[config.mk]
export PLATFORM = sky130hd
export DESIGN_NAME = ins_loader
export DESIGN_NICKNAME = d
export VERILOG_FILES = /design/src/rtl/ins_loader.sv
export SDC_FILE = /design/constraint.sdc
export NUM_CORES = 1
export LEC_CHECK = 0
export CAP_MARGIN = 20
export CORE_MARGIN = 2
export CORE_UTILIZATION = 45
export DETAILED_ROUTE_END_ITERATION = 8
export GPL_TIMING_DRIVEN = 0
export PLACE_DENSITY = 0.73
export SLEW_MARGIN = 20
export SYNTH_ARGS = -nofsm -noshare
export SYNTH_HDL_FRONTEND = slang
export SYNTH_SLANG_ARGS = --single-unit
[constraint.sdc]
create_clock -name CLK -period 2.6 [get_ports CLK]
set_input_delay 0.26 -clock CLK [delete_from_list [all_inputs] [get_ports CLK]]
set_output_delay 0.26 -clock CLK [all_outputs]
set_load 0.1 [all_outputs]
[src/rtl/ins_loader.sv]
// Writable 16x16 instruction store: the CPU reads it by PC with zero latency, and a
// host byte stream loads it (high byte first), then pads any unloaded entries with FILL_INS.
module ins_loader #(
   parameter int          DEPTH    = 16,
   parameter int          ADDR_W   = 4,
   parameter logic [15:0] FILL_INS = 16'h0300
) (
   input  logic              CLK,
   input  logic              RST_N,
   input  logic              START,
   input  logic [7:0]        BYTE_IN,
   input  logic              BYTE_VALID,
   input  logic              BYTE_LAST,
   output logic              BYTE_READY,
   input  logic [ADDR_W-1:0] PC,
   output logic [15:0]       RES_INS,
   output logic              LOADING,
   output logic              DONE,
   output logic [ADDR_W:0]   WORDS,
   output logic [2:0]        DBG_STATE
);

   // Handshake: a byte moves on a rising CLK edge where BYTE_VALID && BYTE_READY;
   // BYTE_READY is high only while waiting for a high or low byte.
   typedef enum logic [2:0] {S_IDLE, S_HI, S_LO, S_FILL, S_DONE} state_t;

   localparam logic [ADDR_W:0] LAST_A = (ADDR_W+1)'(DEPTH - 1);
   localparam logic [ADDR_W:0] END_A  = (ADDR_W+1)'(DEPTH);

   state_t            state_q, state_d;
   logic [ADDR_W:0]   addr_q, addr_d;
   logic [ADDR_W:0]   words_q, words_d;
   logic [7:0]        hi_q, hi_d;
   logic [15:0]       mem_q [DEPTH];
   logic              wr_en;
   logic [15:0]       wr_data;
   logic              xfer;

   assign BYTE_READY = (state_q == S_HI) || (state_q == S_LO);
   assign LOADING    = BYTE_READY || (state_q == S_FILL);
   assign DONE       = (state_q == S_DONE);
   assign WORDS      = words_q;
   assign DBG_STATE  = state_q;
   assign xfer       = BYTE_VALID && BYTE_READY;

   // While loading, the CPU must not see half-written contents.
   assign RES_INS = LOADING ? FILL_INS : mem_q[PC];

   always_comb begin
      state_d = state_q;
      addr_d  = addr_q;
      words_d = words_q;
      hi_d    = hi_q;
      wr_en   = 1'b0;
      wr_data = FILL_INS;
      case (state_q)
         S_IDLE, S_DONE: begin
            if (START) begin
               state_d = S_HI;
               addr_d  = '0;
               words_d = '0;
            end
         end
         S_HI: begin
            if (xfer) begin
               if (BYTE_LAST) begin
                  // A program cannot end on a high byte: drop it and pad from here.
                  state_d = S_FILL;
               end else begin
                  hi_d    = BYTE_IN;
                  state_d = S_LO;
               end
            end
         end
         S_LO: begin
            if (xfer) begin
               wr_en   = 1'b1;
               wr_data = {hi_q, BYTE_IN};
               words_d = words_q + 1'b1;
               addr_d  = addr_q + 1'b1;
               if (BYTE_LAST || (addr_q == LAST_A)) state_d = S_FILL;
               else                                  state_d = S_HI;
            end
         end
         S_FILL: begin
            if (addr_q == END_A) begin
               state_d = S_DONE;
            end else begin
               wr_en  = 1'b1;
               addr_d = addr_q + 1'b1;
               if (addr_q == LAST_A) state_d = S_DONE;
            end
         end
         default: state_d = S_IDLE;
      endcase
   end

   always_ff @(posedge CLK or negedge RST_N) begin
      if (!RST_N) begin
         state_q <= S_IDLE;
         addr_q  <= '0;
         words_q <= '0;
         hi_q    <= '0;
      end else begin
         state_q <= state_d;
         addr_q  <= addr_d;
         words_q <= words_d;
         hi_q    <= hi_d;
      end
   end

   always_ff @(posedge CLK or negedge RST_N) begin
      if (!RST_N) begin
         for (int i = 0; i < DEPTH; i++) mem_q[i] <= FILL_INS;
      end else if (wr_en) begin
         mem_q[addr_q[ADDR_W-1:0]] <= wr_data;
      end
   end

endmodule

==> results of run 1 <==
## power by group through the flow
stage          Clock, mW  Combinational (mW)  Sequential, mW
2_1_floorplan          0                2.90            6.10
3_3_place_gp           0                3.99            6.04
3_5_place_dp           0                4.09            6.07
4_1_cts             4.24                4.37            5.98
5_1_grt             4.42                4.67            6.12
6_report            4.19                4.40            6.00
## cells in the mapped netlist, types with 10 or more instances
cell type  number
a221o_1        14
and2_1         16
buf_2          24
clkbuf_1       27
clkbuf_2       10
dfrtp_1       245
dfstp_2        32
inv_1          24
mux2_1         13
mux2_2        147
mux2_4         38
mux4_2         62
nand2_1        84
nand3_1        19
nor2_1         12
o21ai_0        83
## what timing repair did
item                       CTS  global route
hold endpoints to repair    71             0
hold buffers                 1             0
resized for setup          186            18
gates cloned                 3             0
pin swaps                    3            11
setup endpoints to repair   19            31
setup buffers               15             1
## state kept, by name, summed over array words and instances, names as in the netlist
name and flops:
mem_q 256, hi_q 8, WORDS 5, addr_q 5, DBG_STATE 3
## final timing paths
path,from,to,slack [ns],depth (start not counted)
setup / recovery,DBG_STATE[0],RES_INS[15],-0.05,6
hold / removal,RST_N,mem_q[204],0.29,2
setup reg to reg,addr_q[0],mem_q[151],0.12,8
hold reg to reg,mem_q[248],mem_q[248],0.47,2
max in group asynchronous,RST_N,DBG_STATE[2],1.28,3
min in group CLK,BYTE_IN[7],hi_q[7],0.40,2
## worst reg2reg max path, stage by stage (launching register included)
cell and delay (ns):
dfrtp_1 0.43, inv_1 0.10, ha_1 0.32, and4bb_4 0.27, o21ai_4 0.22, and3_1 0.18
buf_2 0.21, buf_4 0.26, mux2_2 0.37
## cells by family after synthesis
kind of cell	count (synthesis)	share of synthesized area, %
and+or+nand+nor	175	7.19
xor gates and xnor gates	2	0.134
AOI/OAI and AO/OA	122	5.76
muxes	267	29.3
adders and majority gates	6	0.572
buffers and inverters	102	3.94
DFF	277	53.1
## metal layers
metal | GRT usage [%] | part of all wire, %
met1 | 31.8 | 44
met2 | 35.0 | 47
met4 | 6.32 | 2.5
met5 | 0 | 0
met3 | 3.33 | 6.1
## cell usage in the layout (no fill, tap or decap), types with 13 or more instances in the layout
master	count
buf_2	20
a221o_4	14
inv_1	23
clkbuf_16	32
clkbuf_1	24
dfrtp_1	242
buf_4	18
nand3_1	18
mux2_1	13
o21ai_0	71
buf_6	17
clkdlybuf4s50_1	19
clkbuf_2	13
mux2_2	147
mux2_4	38
clkbuf_8	13
mux4_2	62
nand2_1	84
dfstp_2	32
and2_1	16
## cell type report
type / count / area, sq um / area share, %
clock inverter: 11 / 90.1 / 0.573
inverter: 24 / 93.8 / 0.597
multi-input combinational: 572 / 5920 / 37.7
clock buffer: 43 / 888 / 5.65
timing repair buffer: 62 / 781 / 4.96
sequential: 277 / 6980 / 44.4
tap: 384 / 480 / 3.05
buffer: 76 / 488 / 3.10
==> flow_summary.toml, run 1 <==
[logic_synthesis]
synth_edf_count = 0
yosysTopAreaCellShare_pct = 46.7
ys_seq_area_share_pct = 53.1
async_flop_share_pct = 100
synth_cell_types = 59
synth-seq-cells = 277
syn_inst = 951
netlist_area_sq_um = 13100
ys_warn_count = 0
syn_area_per_cell_sq_um = 13.8
synth_area_leader_cell = "dfrtp_1"
synth_nets = 974
synth_area_leaders = "dfrtp_1 47%, mux2_2 13%, mux4_2 11%"
synth_ff_type = "dfrtp_1"

[routing]
drt-initial-drc-count = 627
wire_per_inst_microns = 22.7
vias_per_cell = 5.76
firstDrtPassIters = 4
drcViolationCount = 0
wirelength_mm = 32.9
drtAntennaViolNets = 0
vias = 8349

[finish]
finish.utilization_pct = 54.8
syn2layout_area_growth_pct = 19.9
num_antenna_cells = 0
fin_nets = 1065
fin_area_sq_um = 15700
instances_no_fill = 1449
layout-drive-gt1-share_pct = 44.0
final.fill_count = 2292

[clock_network]
cts_made_buffers = 29
root_buffer = "clkbuf_16"
cts.htree.levels = 1
tritoncts = "done"
cts_sinks = 277
path_clk_slew_ns = 0.06
clock_latency_ns = 0.55
clock_path_buffers = 3

[place]
placed_cell_area_sq_um = 14300
hpwl_mm = 22.1
place_congestion = 0.825
dp_cells = 1378
io_buffers = 41
dp_worst_setup_slack_ns = -1.56

[setup_path]
cp_common_cell = "buf_6"
crit_family = "compound AO/OA/AOI/OAI gates"
crit_chain = "o21bai_4 > buf_6 > nand3_4 > o21ai_0 > a221o_4 > buf_6"
cpPeakStageDelay_ns = 0.50
slowest_stage = "dfrtp_4"
cp_max_fo = 6
critical_path_class = "flop to primary output"
cp.arrival_ns = 2.39
worst-path-buf-inv = 2
endpoint_kind = "primary output"
setup.worst_path.start_class = "flop"
required_ns = 2.34

[timing]
fin_crit_ns = 2.65
hold_viol = 0
clock_skew_ns = 0.00892
setup_viol = 9
holdWs_ns = 0.286
rsz0062_at_grt = "true"
finalCritPeriodShare_pct = 102
relSlewSlack_pct = 35.5
finalMaxSlewViolations = 0
timing.fmax_mhz = 377
fin_setup_tns_ns = -0.120
tightest_slew_ns = 0.965
postLayoutSetupSlackWorst_ns = -0.0526

[min_path]
min_path_type = "input port to asynchronous set/reset pin"

[global_route]
grt_pass1_wl_mm = 51.8
grt_max_degree = 100
antenna_found_initial = 0
grt-ovfl-total = 0
grt_usage_pct = 22.1
first_global_vias = 8828

[pwr]
p_leak_nw = 7.20
fin_total_pwr_mw = 14.6
powerDensity_nw_per_um2 = 928
p_switching_mw = 4.81
pwr-share-seq_pct = 41.1
vdd_drop_max_mv = 0.567
p_clk_share_pct = 28.7
sw_frac_of_total_pct = 33.0
internal_power_mw = 9.78
combPwrFrac_pct = 30.2

[floorplan]
die_x_microns = 175
ios = 44
dieArea_sq_um = 30500
core_area_sq_um = 28700
initial_core_util_pct = 45.7
num_rows = 62
die_y_microns = 175

[run_status]
status = "finished, violations left"
violations = "negative setup slack"

[flow_run]
drv_cap = 0
No activity file was read; power rests on OpenSTA's default activity.
==> run 2: changes to the inputs <==
CORE_UTILIZATION = 60   (was 45)
PLACE_DENSITY = 0.89   (was 0.73)
==> flow_summary.toml, run 2 (synthesized netlist as in run 1, its figures left out) <==
[run_status]
status = "finished, violations left"
violations = "negative setup slack"

[global_route]
grt_pass1_wl_mm = 54.6
first_global_vias = 9513
grt_max_degree = 87
grt_usage_pct = 30.5
grt-ovfl-total = 0
antenna_found_initial = 1

[timing]
clock_skew_ns = 0.0170
tightest_slew_ns = 1.04
setup_viol = 15
fin_setup_tns_ns = -0.973
timing.fmax_mhz = 369
finalMaxSlewViolations = 0
hold_viol = 0
rsz0062_at_grt = "true"
fin_crit_ns = 2.71
finalCritPeriodShare_pct = 104
postLayoutSetupSlackWorst_ns = -0.111
relSlewSlack_pct = 30.5

[routing]
drt-initial-drc-count = 1020
drtAntennaViolNets = 0
wire_per_inst_microns = 26.1
drcViolationCount = 0
vias = 8743
wirelength_mm = 35.0
firstDrtPassIters = 5
vias_per_cell = 6.52

[floorplan]
dieArea_sq_um = 23100
core_area_sq_um = 21600
num_rows = 54
die_y_microns = 152
initial_core_util_pct = 60.7
ios = 44
die_x_microns = 152

[finish]
largest_reg_flops = 256
layout_common_cells = "242 x dfrtp_1, 147 x mux2_2, 84 x nand2_1"
layout-drive-gt1-share_pct = 43.3
finish.utilization_pct = 71.6
largest_registers = "mem_q: 256 flops, hi_q: 8 flops"
syn2layout_area_growth_pct = 18.1
layout_commonest_cell = "dfrtp_1"
fin_nets = 1060
top_register = "mem_q"

[clock_network]
cts_sinks = 277
path_clk_slew_ns = 0.06
cts_made_buffers = 28
clock_latency_ns = 0.55
tritoncts = "done"
cts.htree.levels = 1
clock_path_buffers = 3
root_buffer = "clkbuf_16"

[setup_path]
required_ns = 2.34
setup.worst_path.start_class = "flop"
endpoint_kind = "primary output"
cp_max_fo = 7
slowest_stage = "dfrtp_4"
rr_worst_depth = 5
cp.arrival_ns = 2.45
critical_path_class = "flop to primary output"
r2r_slack_ns = -0.09
crit_chain = "o21bai_4 > nand3_4 > clkbuf_16 > o21ai_1 > a221o_4 > buf_12"
cpPeakStageDelay_ns = 0.51

[pwr]
powerDensity_nw_per_um2 = 947
vdd_drop_max_mv = 0.781
p_leak_nw = 7.17
sw_frac_of_total_pct = 33.5
pwr-share-seq_pct = 41.3
p_clk_share_pct = 28.0
internal_power_mw = 9.75
p_switching_mw = 4.91
combPwrFrac_pct = 30.7

[flow_run]
drv_cap = 0

[place]
dp_worst_setup_slack_ns = -1.62
place_congestion = 0.831
io_buffers = 41
hpwl_mm = 22.3

[min_path]
min_path_type = "input port to asynchronous set/reset pin"
==> run 2: cell count changes in the layout (fill, tap and decap cells not counted), moves of 4 or more <==
cell	delta
o21ai_4	-6
buf_6	-9
clkbuf_1	+7
clkbuf_8	-5
buf_12	+5
o21ai_2	+4
==> run 2: critical path: cells and delay by family, from the launching register on <==
kind	cells	cell delay, ns
AND/OR/NAND/NOR	1	0.19
flip-flops	1	0.51
AO/OA/AOI/OAI	3	0.79
buffers and inverters	2	0.40
==> run 2: layer usage <==
metal | vias up | global-route usage [%] | share of wire (%)
li1 | 3603 | - | -
met1 | 4586 | 41.7 | 40
met5 | - | 0 | 0
met3 | 102 | 5.28 | 7.9
met2 | 452 | 49.3 | 48
met4 | 0 | 12.5 | 3.9
==> run 2: final cells by class <==
type	instances	area [sq um]
Timing Repair Buffer	57	769
Clock buffer	43	838
Clock inverter	9	95.1
Inverter	24	93.8
Multi-Input combinational cell	572	5880
Antenna cell	1	2.50
Tap cell	280	350
Buffer	77	478
Sequential cell	277	6980
Fill cell	1278	6130
==> run 2: final timing paths <==
path / start / end
min in group CLK: START / DBG_STATE[2]
hold / removal: RST_N / mem_q[251]
max in group asynchronous: RST_N / mem_q[40]
setup reg to reg: addr_q[3] / mem_q[249]
hold reg to reg: mem_q[56] / mem_q[56]
setup / recovery: DBG_STATE[0] / RES_INS[13]
==> run 2: through the flow <==
step                      power, mW  area (sq um)  hold slack, ns  instances
after floorplan                8.99         13300         -0.0356        951
after global placement         9.96         14100           0.452       1272
after detailed placement       10.2         14200           0.231       1275
after CTS                      14.4         15400           0.268       1333
after global routing           15.2         15500           0.302       1339
final                          14.7         15500           0.240       1340
==> run 2: power by group through the flow <==
stage	sequential [mW]	clock [mW]	combinational [mW]
after floorplan	6.10	0	2.90
after global placement	6.02	0	3.93
after detailed placement	6.07	0	4.10
after CTS	6.02	4.11	4.26
after global routing	6.15	4.29	4.74
final	6.06	4.11	4.50
==> run 2: repair_timing <==
action | 4_1_cts | 5_1_grt
hold buffers | 1 | 0
endpoints found under the setup margin | 19 | 120
cloned | 1 | 0
setup buffers | 5 | 6
pin swaps | 8 | 5
endpoints found under the hold margin | 48 | 0
resized for setup | 185 | 17
